`config.mk`:
```
export PLATFORM = sky130hd
export DESIGN_NAME = cordic_unit
export DESIGN_NICKNAME = d
export VERILOG_FILES = /design/src/rtl/cordic_unit.sv
export SDC_FILE = /design/constraint.sdc
export NUM_CORES = 1
export LEC_CHECK = 0
export ABC_AREA = 1
export BUFFER_PORTS_ARGS = -buffer_cell sky130_fd_sc_hd__buf_4
export CAP_MARGIN = 30
export CORE_ASPECT_RATIO = 0.7
export CORE_UTILIZATION = 50
export CTS_CLUSTER_SIZE = 16
export DETAILED_ROUTE_END_ITERATION = 10
export PLACE_DENSITY = 0.68
export SLEW_MARGIN = 20
export SYNTH_ARGS = -nofsm -noshare
export SYNTH_HDL_FRONTEND = slang
export SYNTH_SLANG_ARGS = --single-unit
```
`constraint.sdc`:
```
create_clock -name clk -period 5.4 [get_ports clk]
set_input_delay 1.08 -clock clk [delete_from_list [all_inputs] [get_ports clk]]
set_output_delay 1.08 -clock clk [all_outputs]
set_load 0.02 [all_outputs]
```
`src/rtl/cordic_unit.sv`:
```
// Iterative CORDIC engine: vectoring (magnitude/angle) or rotation of a 2-D vector,
// one micro-rotation per cycle, followed by a single gain-compensation/saturation cycle.
// FRAC must not exceed 16: the angle and gain constants derive from a 2^-16 table.
module cordic_unit #(
    parameter int WIDTH = 16,
    parameter int FRAC  = 12,
    parameter int ITER  = 12
) (
    input  logic             clk,
    input  logic             rst_n,
    input  logic             in_valid,
    output logic             in_ready,
    input  logic             mode,
    input  logic [WIDTH-1:0] x_in,
    input  logic [WIDTH-1:0] y_in,
    input  logic [WIDTH-1:0] z_in,
    output logic             out_valid,
    input  logic             out_ready,
    output logic [WIDTH-1:0] x_out,
    output logic [WIDTH-1:0] y_out,
    output logic [WIDTH-1:0] z_out,
    output logic             ovf
);

    localparam int XW = WIDTH + 2;
    localparam int ZW = WIDTH + 1;
    localparam int PW = XW + FRAC + 2;
    localparam int CW = 5;

    // atan(2^-i) scaled by 2^16, rounded.
    function automatic int atan16(input int i);
        case (i)
            0:       return 51472;
            1:       return 30386;
            2:       return 16055;
            3:       return 8150;
            4:       return 4091;
            5:       return 2047;
            6:       return 1024;
            7:       return 512;
            8:       return 256;
            9:       return 128;
            10:      return 64;
            11:      return 32;
            12:      return 16;
            13:      return 8;
            14:      return 4;
            15:      return 2;
            default: return 0;
        endcase
    endfunction

    // Rescale a 2^-16 constant to 2^-FRAC with round-half-up.
    function automatic int to_frac(input int v);
        if (FRAC >= 16) begin
            return v;
        end else begin
            return (v + (1 << (15 - FRAC))) >>> (16 - FRAC);
        end
    endfunction

    localparam int PI_I = to_frac(205887);
    localparam int HALF_I = PI_I / 2;
    localparam int K_I = to_frac(39797);

    localparam logic signed [ZW-1:0] PI_Z    = ZW'(PI_I);
    localparam logic signed [ZW-1:0] HALF_Z  = ZW'(HALF_I);
    localparam logic signed [PW-1:0] K_P     = PW'(K_I);
    localparam logic signed [PW-1:0] SAT_MAX = PW'((1 << (WIDTH - 1)) - 1);
    localparam logic signed [PW-1:0] SAT_MIN = ~SAT_MAX;

    typedef enum logic [1:0] {StIdle, StIter, StGain, StDone} state_e;

    state_e               state_q, state_d;
    logic                 mode_q, mode_d;
    logic signed [XW-1:0] x_q, x_d, y_q, y_d;
    logic signed [ZW-1:0] z_q, z_d;
    logic [CW-1:0]        i_q, i_d;
    logic [WIDTH-1:0]     xo_q, xo_d, yo_q, yo_d, zo_q, zo_d;
    logic                 ovf_q, ovf_d;

    logic signed [XW-1:0] xi, yi;
    logic signed [ZW-1:0] zi, atan_c;
    logic signed [PW-1:0] px, py, sx, sy;
    logic                 ccw;
    logic signed [ZW-1:0] atan_tab [16];

    for (genvar g = 0; g < 16; g++) begin : g_atan
        assign atan_tab[g] = ZW'(to_frac(atan16(g)));
    end

    assign xi = {{2{x_in[WIDTH-1]}}, x_in};
    assign yi = {{2{y_in[WIDTH-1]}}, y_in};
    assign zi = {z_in[WIDTH-1], z_in};

    assign in_ready  = (state_q == StIdle);
    assign out_valid = (state_q == StDone);
    assign x_out     = xo_q;
    assign y_out     = yo_q;
    assign z_out     = zo_q;
    assign ovf       = ovf_q;

    // Next-state: operand load with quadrant correction, micro-rotations, gain and handoff.
    always_comb begin
        state_d = state_q;
        mode_d  = mode_q;
        x_d     = x_q;
        y_d     = y_q;
        z_d     = z_q;
        i_d     = i_q;
        xo_d    = xo_q;
        yo_d    = yo_q;
        zo_d    = zo_q;
        ovf_d   = ovf_q;
        atan_c  = atan_tab[i_q[3:0]];
        // Both modes share one rotation form; only the direction criterion differs.
        ccw     = mode_q ? (z_q >= 0) : (y_q < 0);
        px      = PW'(x_q) * K_P;
        py      = PW'(y_q) * K_P;
        sx      = px >>> FRAC;
        sy      = py >>> FRAC;

        unique case (state_q)
            StIdle: begin
                if (in_valid) begin
                    state_d = StIter;
                    mode_d  = mode;
                    i_d     = '0;
                    ovf_d   = 1'b0;
                    if (mode) begin
                        if (zi > HALF_Z) begin
                            x_d = -yi;
                            y_d = xi;
                            z_d = zi - HALF_Z;
                        end else if (zi < -HALF_Z) begin
                            x_d = yi;
                            y_d = -xi;
                            z_d = zi + HALF_Z;
                        end else begin
                            x_d = xi;
                            y_d = yi;
                            z_d = zi;
                        end
                    end else if (xi < 0) begin
                        x_d = -xi;
                        y_d = -yi;
                        z_d = (yi >= 0) ? PI_Z : -PI_Z;
                    end else begin
                        x_d = xi;
                        y_d = yi;
                        z_d = '0;
                    end
                end
            end
            StIter: begin
                if (i_q == CW'(ITER)) begin
                    state_d = StGain;
                end else begin
                    i_d = i_q + 1'b1;
                    if (ccw) begin
                        x_d = x_q - (y_q >>> i_q);
                        y_d = y_q + (x_q >>> i_q);
                        z_d = z_q - atan_c;
                    end else begin
                        x_d = x_q + (y_q >>> i_q);
                        y_d = y_q - (x_q >>> i_q);
                        z_d = z_q + atan_c;
                    end
                end
            end
            StGain: begin
                state_d = StDone;
                zo_d    = z_q[WIDTH-1:0];
                if (sx > SAT_MAX) begin
                    xo_d  = SAT_MAX[WIDTH-1:0];
                    ovf_d = 1'b1;
                end else if (sx < SAT_MIN) begin
                    xo_d  = SAT_MIN[WIDTH-1:0];
                    ovf_d = 1'b1;
                end else begin
                    xo_d = sx[WIDTH-1:0];
                end
                if (sy > SAT_MAX) begin
                    yo_d  = SAT_MAX[WIDTH-1:0];
                    ovf_d = 1'b1;
                end else if (sy < SAT_MIN) begin
                    yo_d  = SAT_MIN[WIDTH-1:0];
                    ovf_d = 1'b1;
                end else begin
                    yo_d = sy[WIDTH-1:0];
                end
            end
            StDone: begin
                if (out_ready) begin
                    state_d = StIdle;
                end
            end
            default: state_d = StIdle;
        endcase
    end

    // State registers; reset aborts any operation in flight.
    always_ff @(posedge clk or negedge rst_n) begin
        if (!rst_n) begin
            state_q <= StIdle;
            mode_q  <= 1'b0;
            x_q     <= '0;
            y_q     <= '0;
            z_q     <= '0;
            i_q     <= '0;
            xo_q    <= '0;
            yo_q    <= '0;
            zo_q    <= '0;
            ovf_q   <= 1'b0;
        end else begin
            state_q <= state_d;
            mode_q  <= mode_d;
            x_q     <= x_d;
            y_q     <= y_d;
            z_q     <= z_d;
            i_q     <= i_d;
            xo_q    <= xo_d;
            yo_q    <= yo_d;
            zo_q    <= zo_d;
            ovf_q   <= ovf_d;
        end
    end

endmodule
```
==> summary.md <==
| Metric | Value |
|---|---|
| Antenna Nets Post-Route | 0 |
| Synth Instances | ~3,100 |
| Rows | 63 |
| Die height | approximately 180 um |
| Die width | roughly 250 um |
| Smallest setup slack after layout | about 0.22 ns |
| Worst-path fanout max | 7 |
| Fill cells | between 4,000 and 5,000 |
| Area growth syn-to-layout | 9.891% |
| First-pass GRT wire length | around 110,000 um |
| Asr flop ratio synth | 1.000 |
| Req. time, crit path | 5.73 ns |
| Routability Congestion | between 1 and 1.5 |
| Cell Count, Final, Fillers Out | 3,841 |
| Clock sinks | 110 |
| Total wire length | between 70,000 and 80,000 um |
| DR iter-0 viols | approximately 2,600 |
| Achievable Freq | slightly below 200 MHz |
| Critical path's most frequent cell | inv_1 |
| Met3 GRT Util | 0.06750 |
| Place WS | between 0.1 and 0.15 ns |
| CTS tree | done |
| Root Driver | clkbuf_16 |
| Initial core utilization | 0.5119 |
| CP arrival | around 5.5 ns |
| Vias in the first global route | approximately 20,000 |
| Max cap viols | 0 |
| Global routing met1 resource utilization | 0.5149 |
| Synth area leaders | fa_1, ha_1, dfrtp_1 |
| Worst path slowest cell | fa_1 |
| Share of the synthesized area in the top cell type | 0.1608 |
| Placed Area | around 24,000 um2 |
| DRT Pass-1 Iters | 7 |
| Initial antenna violation count | 2 |
| Clk slew on worst S/H paths | 0.10 ns |
| Design Area, Final | roughly 24,000 um2 |
| Period utilisation layout | 0.9589 |
| Worst setup SP type | register |
| Largest net degree at the start of global routing | 54 |
| Mean Syn Cell Area | 6.975 um2 |
| Die area | 44,670 um2 |
| DR vias/cell | 5.722 |
| Placed Cells | around 3,800 |
| Hold_buf cts | 0 |
| Hold Crit Class | reg2reg |
| Crit-path cells | ha_1 -> inv_1 -> fa_1 -> inv_1 -> fa_1 -> fa_1 -> inv_1 -> fa_1 -> inv_1 -> ha_1 -> nand2_1 -> nor2_1 -> inv_1 -> o21ai_0 -> a31oi_1 -> o21ai_0 -> nand2_1 -> nand2_1 -> xor2_1 -> nand2_1 -> a21oi_1 |
| Clk_skew | ~0.015 ns |
| Fraction of layout cells with a size suffix above 1 | 0.09432 |
| Final hold vios | 0 |
| Vias | 21,980 |
| Slew at the pin closest to its max-slew limit | just under 1 ns |
| Synth cell types | 59 |
| Leading area contributor after synthesis | fa_1 |
| # setup viols final | 0 |
| Most used DFF post-synth | dfrtp_1 |
| GR Util All Layers | 0.3251 |
| Max-slew violation count | 0 |
| Register area share after synthesis | 0.1256 |
| Slowest stage delay, CP | about 0.54 ns |
| #FFs+latches synth | 110 |
| Most frequent cells after synthesis | nand2_1, inv_1, ha_1 |
| Clk Latency, worst-skew pair | 0.41 ns |
| Worst relative slew slack | 0.3499 |
| Synth warn | 0 |
| CP Capture Type | register |
| CTS max path bufs | 2 |
| # nets final | between 3,000 and 4,000 |
| Worst setup path category | reg2reg |
| CTS buffer count | 9 |
| Total gr overflow | 0 |
| Number of flops mapped to enable cells by yosys | 0 |
| Most frequent cell after synthesis | nand2_1 |
| # DRC | 0 |
| Mapped cell area | roughly 22,000 um2 |
| Port buffer count | 103 |
| Area of the core | ~43,000 um2 |
| Syn nets | 3,633 |
| DPL Wire Length | approximately 60,000 um |
| M2 GR Usage | 0.4494 |
| Minimum clock period | ~5.2 ns |
| Boundary Pins | 104 |
| CTS H-tree lvls | 3 |
| Run status | complete, no violations |
| Global route hottest layer | met1 |
| Routed len/inst | about 19 um |
## worst max-delay path: cells and delay by family (launching register included)
kind                       cells  cell delay (ns)
adders and majority gates      6             2.75
AOI/OAI and AO/OA              4             0.81
and+or+nand+nor                5             0.58
DFF                            1             0.50
buffers and inverters          5             0.30
xor gates and xnor gates       1             0.16
## sequential cells by signal, summed over array words and instances, names as in the netlist
| register | cells |
|---|---|
| x_q | 18 |
| y_q | 18 |
| z_q | 17 |
| x_out | 16 |
| y_out | 16 |
| z_out | 16 |
| i_q | 5 |
| state_q | 2 |
| mode_q | 1 |
| ovf | 1 |
## cells in the final DEF, fill, tap and decap left out, drive strengths merged, types with 2 or more instances in the layout
cell type	n
nand2	739
inv	542
ha	263
nand3	242
a21oi	206
o21ai	202
buf	187
nor2	184
fa	176
dfrtp	110
xor2	100
xnor2	45
o211ai	45
nor3	29
nand4	19
o21a	19
a31oi	19
o21bai	16
o22ai	13
a21o	12
or2	12
clkbuf	9
a22oi	9
clkinv	9
a21boi	7
o221ai	6
o2111ai	5
nor3b	4
o31ai	4
nand3b	3
nor4	3
clkinvlp	2
a221oi	2
o311ai	2
a211oi	2
and3	2
## per-layer routing
layer  up-vias  share of wire
li1      10370              -
met1     10570           0.49
met2       973           0.40
met3        61           0.10
met4         2          0.011
met5         -        0.00015
## worst paths after layout
check | startpoint | end | slack, ns | cells after the start
worst max-delay path | y_q[8] | y_out[11] | 0.22 | 21
worst min-delay path | z_out[6] | z_out[6] | 0.48 | 2
worst max register to register | y_q[8] | y_out[11] | 0.22 | 21
worst min register to register | z_out[6] | z_out[6] | 0.48 | 2
max in group asynchronous | rst_n | y_q[7] | 3.64 | 2
min in group asynchronous | rst_n | x_out[5] | 0.70 | 1
## what timing repair did
action                                  CTS  global route
endpoints found under the hold margin     0             0
endpoints found under the setup margin    0            31
resized for setup                         0            41
buffers inserted                          0            11
## stage by stage
stage           TNS, ns    util  hold WS (ns)
5_1_grt        -0.01942  0.5625        0.5072
4_1_cts               0  0.5571        0.4838
3_5_place_dp          0  0.5497        0.4603
2_1_floorplan         0       -        0.4697
6_report              0  0.5625        0.4826
3_3_place_gp          0  0.5497        0.4591
## cell families after synthesis
logic type | after synthesis | synth area share
AND/OR/NAND/NOR | 1239 | 0.2400
buffers and inverters | 635 | 0.1152
AO/OA/AOI/OAI | 573 | 0.1502
XOR/XNOR | 145 | 0.05796
flip-flops | 110 | 0.1256
adder cells (fa/ha/maj) | 439 | 0.3110
## layout make-up
class | instances | area [um2] | area share
Tap cell | 585 | 732.0 | 0.03040
Inverter | 546 | 2066 | 0.08580
Antenna cell | 1 | 2.502 | 0.0001039
Multi-Input combinational cell | 2396 | 16770 | 0.6964
Timing Repair Buffer | 187 | 1428 | 0.05929
Clock buffer | 9 | 225.2 | 0.009354
Sequential cell | 110 | 2766 | 0.1149
Clock inverter | 7 | 90.09 | 0.003742
Power is not shown: default switching activity piles up to over one toggle a cycle in this logic, so the estimate is an artifact.
